--- config.mk ---
export PLATFORM = sky130hd
export DESIGN_NAME = srambank_arb_2p
export DESIGN_NICKNAME = d
export VERILOG_FILES = /design/src/rtl/srambank_arb_pkg.sv /design/src/rtl/srambank_arb_pick.sv /design/src/rtl/srambank_arb_2p.sv
export SDC_FILE = /design/constraint.sdc
export NUM_CORES = 1
export LEC_CHECK = 0
export ABC_AREA = 1
export BUFFER_PORTS_ARGS = -buffer_cell sky130_fd_sc_hd__buf_2
export CAP_MARGIN = 30
export CORE_AREA = 2 2 154 156
export DETAILED_ROUTE_END_ITERATION = 10
export DIE_AREA = 0 0 156 158
export SLEW_MARGIN = 25
export SYNTH_ARGS = -nofsm -noshare
export SYNTH_HDL_FRONTEND = slang
export SYNTH_HIERARCHICAL = 1
export SYNTH_SLANG_ARGS = --single-unit
--- constraint.sdc ---
create_clock -name clk -period 5.45 [get_ports clk]
set_input_delay 0.8175 -clock clk [delete_from_list [all_inputs] [get_ports clk]]
set_output_delay 0.8175 -clock clk [all_outputs]
set_load 0.02 [all_outputs]
--- src/rtl/srambank_arb_pkg.sv ---
// Shared types and defaults for the two-port SRAM bank arbiter.
// Optional feature macro: SRAMBANK_ARB_RR_EN (round-robin arbitration).
package srambank_arb_pkg;

  localparam int ADDR_W_DEF = 8;
  localparam int DATA_W_DEF = 72;

  typedef enum logic {
    INIT = 1'b0,
    RUN  = 1'b1
  } state_e;

  typedef logic port_idx_t;

  function automatic port_idx_t other_port(input port_idx_t p);
    return ~p;
  endfunction

endpackage

--- src/rtl/srambank_arb_pick.sv ---
// Two-requester one-hot grant picker; under contention the pointer port wins.
// Fixed priority is obtained by holding ptr at port 0 (see SRAMBANK_ARB_RR_EN in the top).
module srambank_arb_pick
  import srambank_arb_pkg::*;
(
  input  logic [1:0] req,
  input  port_idx_t  ptr,
  output logic [1:0] grant
);

  always_comb begin
    grant = 2'b00;
    if (req == 2'b11) begin
      grant[ptr] = 1'b1;
    end else begin
      grant = req;
    end
  end

endmodule

--- src/rtl/srambank_arb_2p.sv ---
// Two-port arbiter in front of one synchronous single-port bank, with clear-on-reset.
// Define SRAMBANK_ARB_RR_EN for round-robin arbitration; default is fixed priority (port 0).
module srambank_arb_2p
  import srambank_arb_pkg::*;
#(
  parameter int ADDR_W = ADDR_W_DEF,
  parameter int DATA_W = DATA_W_DEF,
  parameter int DEPTH  = 2**ADDR_W
) (
  input  logic              clk,
  input  logic              reset,
  input  logic [1:0]        req_valid,
  output logic [1:0]        req_ready,
  input  logic [1:0]        req_write,
  input  logic [ADDR_W-1:0] req_addr0,
  input  logic [ADDR_W-1:0] req_addr1,
  input  logic [DATA_W-1:0] req_wd0,
  input  logic [DATA_W-1:0] req_wd1,
  output logic [1:0]        rsp_valid,
  output logic [DATA_W-1:0] rsp_data,
  output logic              init_done,
  output logic [ADDR_W-1:0] bank_address,
  output logic [DATA_W-1:0] bank_wd,
  output logic              bank_banksel,
  output logic              bank_read,
  output logic              bank_write,
  input  logic [DATA_W-1:0] bank_dataout
);

  state_e            state_q, state_d;
  logic [ADDR_W-1:0] init_cnt_q, init_cnt_d;
  logic [1:0]        rsp_pend_q, rsp_pend_d;
  logic [1:0]        grant;
  logic [1:0]        pick_req;
  port_idx_t         gnt_idx;
  port_idx_t         ptr;
  logic              init_last;

  assign pick_req  = (state_q == RUN) ? req_valid : 2'b00;
  assign gnt_idx   = grant[1];
  assign init_last = (init_cnt_q == ADDR_W'(DEPTH - 1));

`ifdef SRAMBANK_ARB_RR_EN
  port_idx_t ptr_q, ptr_d;

  always_comb begin
    ptr_d = ptr_q;
    if (|grant) begin
      ptr_d = other_port(gnt_idx);
    end
  end

  always_ff @(posedge clk or posedge reset) begin
    if (reset) begin
      ptr_q <= 1'b0;
    end else begin
      ptr_q <= ptr_d;
    end
  end

  assign ptr = ptr_q;
`else
  assign ptr = 1'b0;
`endif

  srambank_arb_pick u_pick (
    .req   (pick_req),
    .ptr   (ptr),
    .grant (grant)
  );

  // State register
  always_ff @(posedge clk or posedge reset) begin
    if (reset) begin
      state_q    <= INIT;
      init_cnt_q <= '0;
      rsp_pend_q <= 2'b00;
    end else begin
      state_q    <= state_d;
      init_cnt_q <= init_cnt_d;
      rsp_pend_q <= rsp_pend_d;
    end
  end

  // Next-state logic
  always_comb begin
    state_d    = state_q;
    init_cnt_d = init_cnt_q;
    rsp_pend_d = grant & ~req_write;
    if (state_q == INIT) begin
      init_cnt_d = init_last ? '0 : init_cnt_q + 1'b1;
      if (init_last) begin
        state_d = RUN;
      end
    end
  end

  // Output logic: bank port is owned by the clear sequence until RUN
  always_comb begin
    bank_banksel = 1'b0;
    bank_read    = 1'b0;
    bank_write   = 1'b0;
    bank_address = '0;
    bank_wd      = '0;
    if (state_q == INIT) begin
      bank_banksel = 1'b1;
      bank_write   = 1'b1;
      bank_address = init_cnt_q;
    end else if (|grant) begin
      bank_banksel = 1'b1;
      bank_address = gnt_idx ? req_addr1 : req_addr0;
      bank_wd      = gnt_idx ? req_wd1 : req_wd0;
      bank_write   = req_write[gnt_idx];
      bank_read    = ~req_write[gnt_idx];
    end
  end

  assign req_ready = grant;
  assign init_done = (state_q == RUN);
  assign rsp_valid = rsp_pend_q;
  assign rsp_data  = bank_dataout;

endmodule

# --- Yosys cells after proc, flatten, opt, wreduce, memory -nomap -nowiden ---
# Cells that the tools add are included.
totals:
  reg_bits: 11
  latch_bits: 0
  ramBits: 0
  rom_bits: 0
  inputBits: 238
  out_inout_bits: 160
  word_cells: 30
  mem_count: 0
op_classes:
  add_sub_neg: 1
  mul: 0
  n_div: 0
  magnitude_cmp: 1
  n_eq_ne: 2
  shifts: 0
  mux: 19
  bitwise_logic: 3
  n_reduce_logical: 1
op_table:
  columns: ["operator", "count"]
  rows:
  - ["72-bit two-way mux", 3]
  - ["8-bit two-way mux", 4]
  - ["1-bit two-way mux", 10]
  - ["8-bit by 1-bit adder with 8-bit output, second input constant", 1]
  - ["8-bit == test, second input constant", 1]
  - ["2-bit two-way mux", 2]
  - ["2-bit bitwise AND", 1]
  - ["2-bit == test, second input constant", 1]
  - ["1-bit by 2-bit < comparator with 1-bit output, second input constant", 1]
  - ["2-bit inverter", 1]
  - ["2-bit OR reduction", 1]
  - ["1-bit inverter", 1]

# --- Depth between registers and ports, before layout ---
logic_depth:
  ltp_word: 8
  ltp_mapped: 14
  depth_no_buf: 11

# --- Modules after synthesis ---
# Netlist, hierarchy kept.
modules_own_cells:
  columns: ["module", "instances", "cells_per_inst", "area_per_inst_um2", "seq_area_each_um2"]
  rows:
  - ["srambank_arb_2p", 1, 572, 2801.4, 275.3]
  - ["srambank_arb_pick", 1, 5, 21.3, 0.0]

# --- Worst setup path before layout ---
# OpenSTA, ideal clock, no wires.
synth_timing:
  kind: "reg-to-output"
  from: "register state_q, in the netlist init_done"
  to: "output port bank_address[2]"
  t_arrival_ps: 2352
  required_time_ps: 4633
  setup_slack_ps: 2281
  path_stages_with_launch: 11
  n_path_buf: 2
  path_cell_list: "dfrtp_1 -> buf_2 -> buf_1 -> nand2_1 -> inv_1 -> inv_1 -> a21oi_1 -> inv_1 -> nand2_2 -> nand2_4 -> o31ai_1"
synth_via:
  elab_chain_len: 6
  word_cells_on_any_way: 7
  cone_classes: "eq/ne: 1; mux: 5; reduce/logical: 1"
synth_lines:
  columns: ["element", "line", "source"]
  rows:
  - ["from (decl)", "srambank_arb_2p.sv:30", "state_e state_q, state_d;"]
  - ["from (signal assigned)", "srambank_arb_2p.sv:79", "state_q <= state_d;"]
  - ["2-bit two-way mux (*)", "srambank_arb_2p.sv:39", "assign pick_req = (state_q == RUN) ? req_valid : 2'b00;"]
  - ["via pick_req[0]", "srambank_arb_2p.sv:34", "logic [1:0] pick_req;"]
  - ["2-bit == test", "srambank_arb_pick.sv:13", "if (req == 2'b11) begin"]
  - ["2-bit two-way mux (*)", "srambank_arb_pick.sv:13", null]
  - ["via req_ready[0]", "srambank_arb_2p.sv:13", "output logic [1:0] req_ready,"]
  - ["2-bit OR reduction (*)", "srambank_arb_2p.sv:109", "end else if (|grant) begin"]
  - ["8-bit two-way mux (*)", "srambank_arb_2p.sv:109", null]
  - ["8-bit two-way mux (*)", "srambank_arb_2p.sv:105", "if (state_q == INIT) begin"]
  - ["to (decl)", "srambank_arb_2p.sv:22", "output logic [ADDR_W-1:0] bank_address,"]
# Mark *: on every way through the listed nets, which the timed path passes. The rest lies on a longest branch.

# --- Worst setup path after layout ---
layout_timing:
  from: "register state_q, in the netlist init_done"
  to: "output port bank_address[0]"
layout_via:
  elab_chain_len: 6
  word_cells_on_any_way: 7
  cone_classes: "eq/ne: 1; mux: 5; reduce/logical: 1"
layout_lines:
  columns: ["element", "line"]
  rows:
  - ["2-bit two-way mux (*)", "srambank_arb_2p.sv:39"]
  - ["via pick_req[1]", "srambank_arb_2p.sv:34"]
  - ["2-bit == test", "srambank_arb_pick.sv:13"]
  - ["2-bit two-way mux (*)", "srambank_arb_pick.sv:13"]
  - ["8-bit two-way mux / 2-bit OR reduction (equally long branches)", "srambank_arb_2p.sv:111, srambank_arb_2p.sv:109"]
  - ["8-bit two-way mux (*)", "srambank_arb_2p.sv:109"]
  - ["8-bit two-way mux (*)", "srambank_arb_2p.sv:105"]
# Marks and branches as above.

==> summary by stage <==
Die
The floorplan row count is 56. The core region is 23100 um2. 398 I/O pins were placed.

The die covers 24600 um2. The initial standard-cell utilization of the core is 12.2%. The die extent in y is 158 um. The width of the die is 156 um.

Clock network
The H-tree depth is 1. The clock slew at the register clock pins of the worst setup and hold paths is 0.04 ns. In this run, CTS created clock tree buffers numbering 3. The TritonCTS clock tree is yes.

For the worst-skew pair, the clock arrives at the later sink with an insertion delay of 0.24 ns. The number of gates resized after cts is 0. The post-CTS setup buffer count is 0. The number of buffers on the longest clock path is 2. The number of clock sinks seen by CTS is 11.

The number of buffers inserted by hold repair at cts is 0. The root buffer cell chosen for the clock tree is sky130_fd_sc_hd__clkbuf_16.

Logic synthesis
By area, the combinational part of the netlist is dominated by simple AND/OR/NAND/NOR gates. The mux share of post-synthesis cell area is 0%. Of the total synthesized cell area, the portion taken by full adders, half adders and majority gates is 0.443%.

The number of synthesis warnings is 6. The cell area after synthesis is 2820 um2. For this run, asynchronously set or reset flops after synthesis account for 100%. The predominant post-synthesis flop cell is sky130_fd_sc_hd__dfrtp_1.

The post-synthesis compound-gate area fraction is 4.08%. Summing the areas of all and, or, nand and nor instances in the mapped netlist gives 47.5% of the synthesized area. The count of mapped cells out of synthesis is 577. The portion of synthesized cell area occupied by the leading cell type is 41.6%. The average footprint of a synthesized cell is 4.89 um2. After Yosys synthesis, XOR and XNOR cells account for 0.931% of the synthesized area. By count the netlist is led by sky130_fd_sc_hd__nand2_1 (313), sky130_fd_sc_hd__inv_1 (93), sky130_fd_sc_hd__buf_4 (79). The number of distinct library cells after synthesis is 25. The top cell type by total area after synthesis is sky130_fd_sc_hd__nand2_1. Ranked by total cell area, the synthesized netlist is headed by sky130_fd_sc_hd__nand2_1 (42%), sky130_fd_sc_hd__buf_4 (21%), sky130_fd_sc_hd__inv_1 (12%), sky130_fd_sc_hd__dfrtp_1 (9.8%), sky130_fd_sc_hd__nor2_1 (2.4%). The proportion of synthesized chip area in sequential cells is 9.75%. Counting flops and latches in the post-synthesis netlist gives 11.

The synthesized design contains 0 enable-type register cells. The most instantiated library cell after synthesis is sky130_fd_sc_hd__nand2_1.

STA
The part of the cycle the worst path needs is 65.7%. The number of hold violations in the final report is 0. The max-slew headroom at the worst pin is 40.9%. Setup repair after global routing left no endpoint under its margin. The actual transition at the worst max-transition pin is 0.886 ns. The number of failing setup endpoints in the final timing report is 0. The minimum clock period after layout is 3.58 ns.

The final count of pins violating max slew is 0. The top achievable clock speed is 279 MHz. The clock tree skew after final layout is 0.00110 ns.

The final sum of negative setup slack is 0 ns.

Critical path
The data arrival time at the worst-slack endpoint is 2.76 ns. The worst register-to-register path ends at rsp_valid[1]. The worst register-to-register path begins at init_done. The worst setup path is launched from a flip-flop. The highest fanout seen on the critical path is 83. The logic depth of the worst register-to-register path is 8.

The endpoint required time on the critical path is 4.63 ns. Setup slack on the worst reg-to-reg path comes out at 3.40 ns. The kind of end point of the critical path is an output pin. The category of the critical setup timing path is flip-flop to output pin.

Drt
The met2 wire length is 5.34 mm. Dividing the detail-routed wire length by the instance count gives 11.0 um. The routed layout has 3627 vias. After detailed routing, the met3 layer carries 1.15 mm of wire. Before antenna repair, the detailed router went through 4 iterations. The detailed router's first-iteration violation count is 137. Dividing the detail-routed via count by the number of cells gives 3.52. In this run the top signal layer used is met5. The final routed wirelength across all metal layers is 11.3 mm. The remaining antenna violation count is 0. The remaining design rule violation count is 0. The wire length the detailed router placed on met1 is 4.46 mm.

Placed design
During placement, the flow inserted port buffers numbering 253. The HPWL after detailed placement is 8.94 mm. The global placement routability congestion is 0.736. Once placement completed, the tool counted placed cells totaling 1025.

Pwr
The analysis attributes to cell leakage a power of 2.99 nW. The maximum VDD drop is 0.0000723 V. Power spread over the standard cell area amounts to 77.6 nW/um2.

Min path
The tightest min-delay check is of the input port to asynchronous set/reset pin type.

Final layout
The fraction of final layout cells sized beyond drive strength 1 is 36.0%. The final layout contains 979 nets. The filler cell count is 2706. The count of non-filler cells in the finished layout is 1029.

The post-synthesis to final-layout area growth is 37.2%. The number of antenna repair diodes is 0.

Global routing
The total global routing overflow is 0. The maximum number of pins on one net before global-route repair is 84. The first global-routing pass estimated 15.8 mm of wire. Global routing consumed, over all layers together, 8.10% of the routing resources. The number of antenna violations at the first check in global routing is 1.

The via count of the first global-routing pass was 3184.

Status
The run finished with clean final reports.

Run
Max-cap violations in this run came to 0.
[worst max path at each step]
| stage | start | endpoint | slack [ns] | cells past startpoint |
|---|---|---|---|---|
| floorplan | init_done | bank_address[2] | 2.28 | 10 |
| global placement | req_valid[0] | bank_wd[52] | 1.94 | 12 |
| detailed placement | req_valid[0] | bank_wd[52] | 1.92 | 12 |
| CTS | init_done | bank_address[0] | 1.76 | 10 |
| global route | init_done | bank_address[0] | 1.55 | 10 |
| finish | init_done | bank_address[0] | 1.87 | 10 |
[per-stage QoR]
| step | hold WS [ns] | area (um2) | utilization, % | worst slack [ns] | total power [mW] |
|---|---|---|---|---|---|
| after floorplan | 0.509 | 2830 | - | 2.28 | 0.186 |
| after global placement | 0.551 | 3790 | 16.5 | 1.94 | 0.170 |
| after detailed placement | 0.557 | 3790 | 16.5 | 1.92 | 0.171 |
| after CTS | 0.568 | 3870 | 16.8 | 1.76 | 0.305 |
| after global routing | 0.607 | 3870 | 16.8 | 1.55 | 0.322 |
| final | 0.560 | 3870 | 16.8 | 1.87 | 0.301 |
[critical path: stages, from the launching register on]
cell and delay (ns):
sky130_fd_sc_hd__dfrtp_1 0.54, sky130_fd_sc_hd__buf_4 0.27, sky130_fd_sc_hd__nand2_1 0.07, sky130_fd_sc_hd__inv_1 0.09
sky130_fd_sc_hd__nand2_1 0.10, sky130_fd_sc_hd__nand2_4 0.08, sky130_fd_sc_hd__buf_4 0.68, sky130_fd_sc_hd__or2_2 0.23
sky130_fd_sc_hd__o21ai_0 0.09, sky130_fd_sc_hd__o22ai_1 0.16, sky130_fd_sc_hd__buf_2 0.19
[cells in the final DEF (no fill, tap or decap)]
master and count:
sky130_fd_sc_hd__nand3_1 6, sky130_fd_sc_hd__nor2_1 18, sky130_fd_sc_hd__buf_2 253, sky130_fd_sc_hd__ha_1 1
sky130_fd_sc_hd__o21a_1 1, sky130_fd_sc_hd__xor2_1 3, sky130_fd_sc_hd__nand2_2 1, sky130_fd_sc_hd__dfrtp_1 11
sky130_fd_sc_hd__clkbuf_16 3, sky130_fd_sc_hd__o22ai_1 6, sky130_fd_sc_hd__buf_4 3, sky130_fd_sc_hd__inv_4 1
sky130_fd_sc_hd__o31ai_1 2, sky130_fd_sc_hd__a21oi_1 2, sky130_fd_sc_hd__clkbuf_1 1, sky130_fd_sc_hd__inv_1 93
sky130_fd_sc_hd__or2_1 4, sky130_fd_sc_hd__nand2_4 2, sky130_fd_sc_hd__inv_2 1, sky130_fd_sc_hd__conb_1 2
sky130_fd_sc_hd__o21ai_0 9, sky130_fd_sc_hd__nand2_1 312, sky130_fd_sc_hd__or2_2 2, sky130_fd_sc_hd__nand4_1 2
[power breakdown]
group / internal (mW) / switching, mW
clock: 0.0979 / 0.0333
combinational: 0.0530 / 0.0343
sequential: 0.0821 / 0
[logic make-up (layout without fill, tap and decap cells)]
| group | count (synthesis) | after routing |
|---|---|---|
| buffers and inverters | 194 | 355 |
| and+or+nand+nor | 347 | 347 |
| other | 1 | 2 |
| xor gates and xnor gates | 3 | 3 |
| DFF | 11 | 11 |
| AOI/OAI and AO/OA | 20 | 20 |
| adders and majority gates | 1 | 1 |
[state kept, by name, indices dropped and copies added (netlist names)]
register	count
rsp_valid	2
init_cnt_q	8
init_done	1
[per-layer routing]
metal / vias up / GRT usage (%)
li1: 1899 / -
met3: 37 / 2.71
met5: - / 0
met2: 200 / 15.0
met1: 1489 / 8.65
met4: 2 / 2.66
[area by class of cell]
type / count / area, um2 / area share, %
Clock buffer: 4 / 78.8 / 2.03
Sequential cell: 11 / 275 / 7.11
Multi-Input combinational cell: 373 / 1510 / 39.0
Tap cell: 290 / 363 / 9.37
Timing Repair Buffer: 256 / 1290 / 33.3
Inverter: 95 / 359 / 9.27
(Power assumes the default switching activity.)
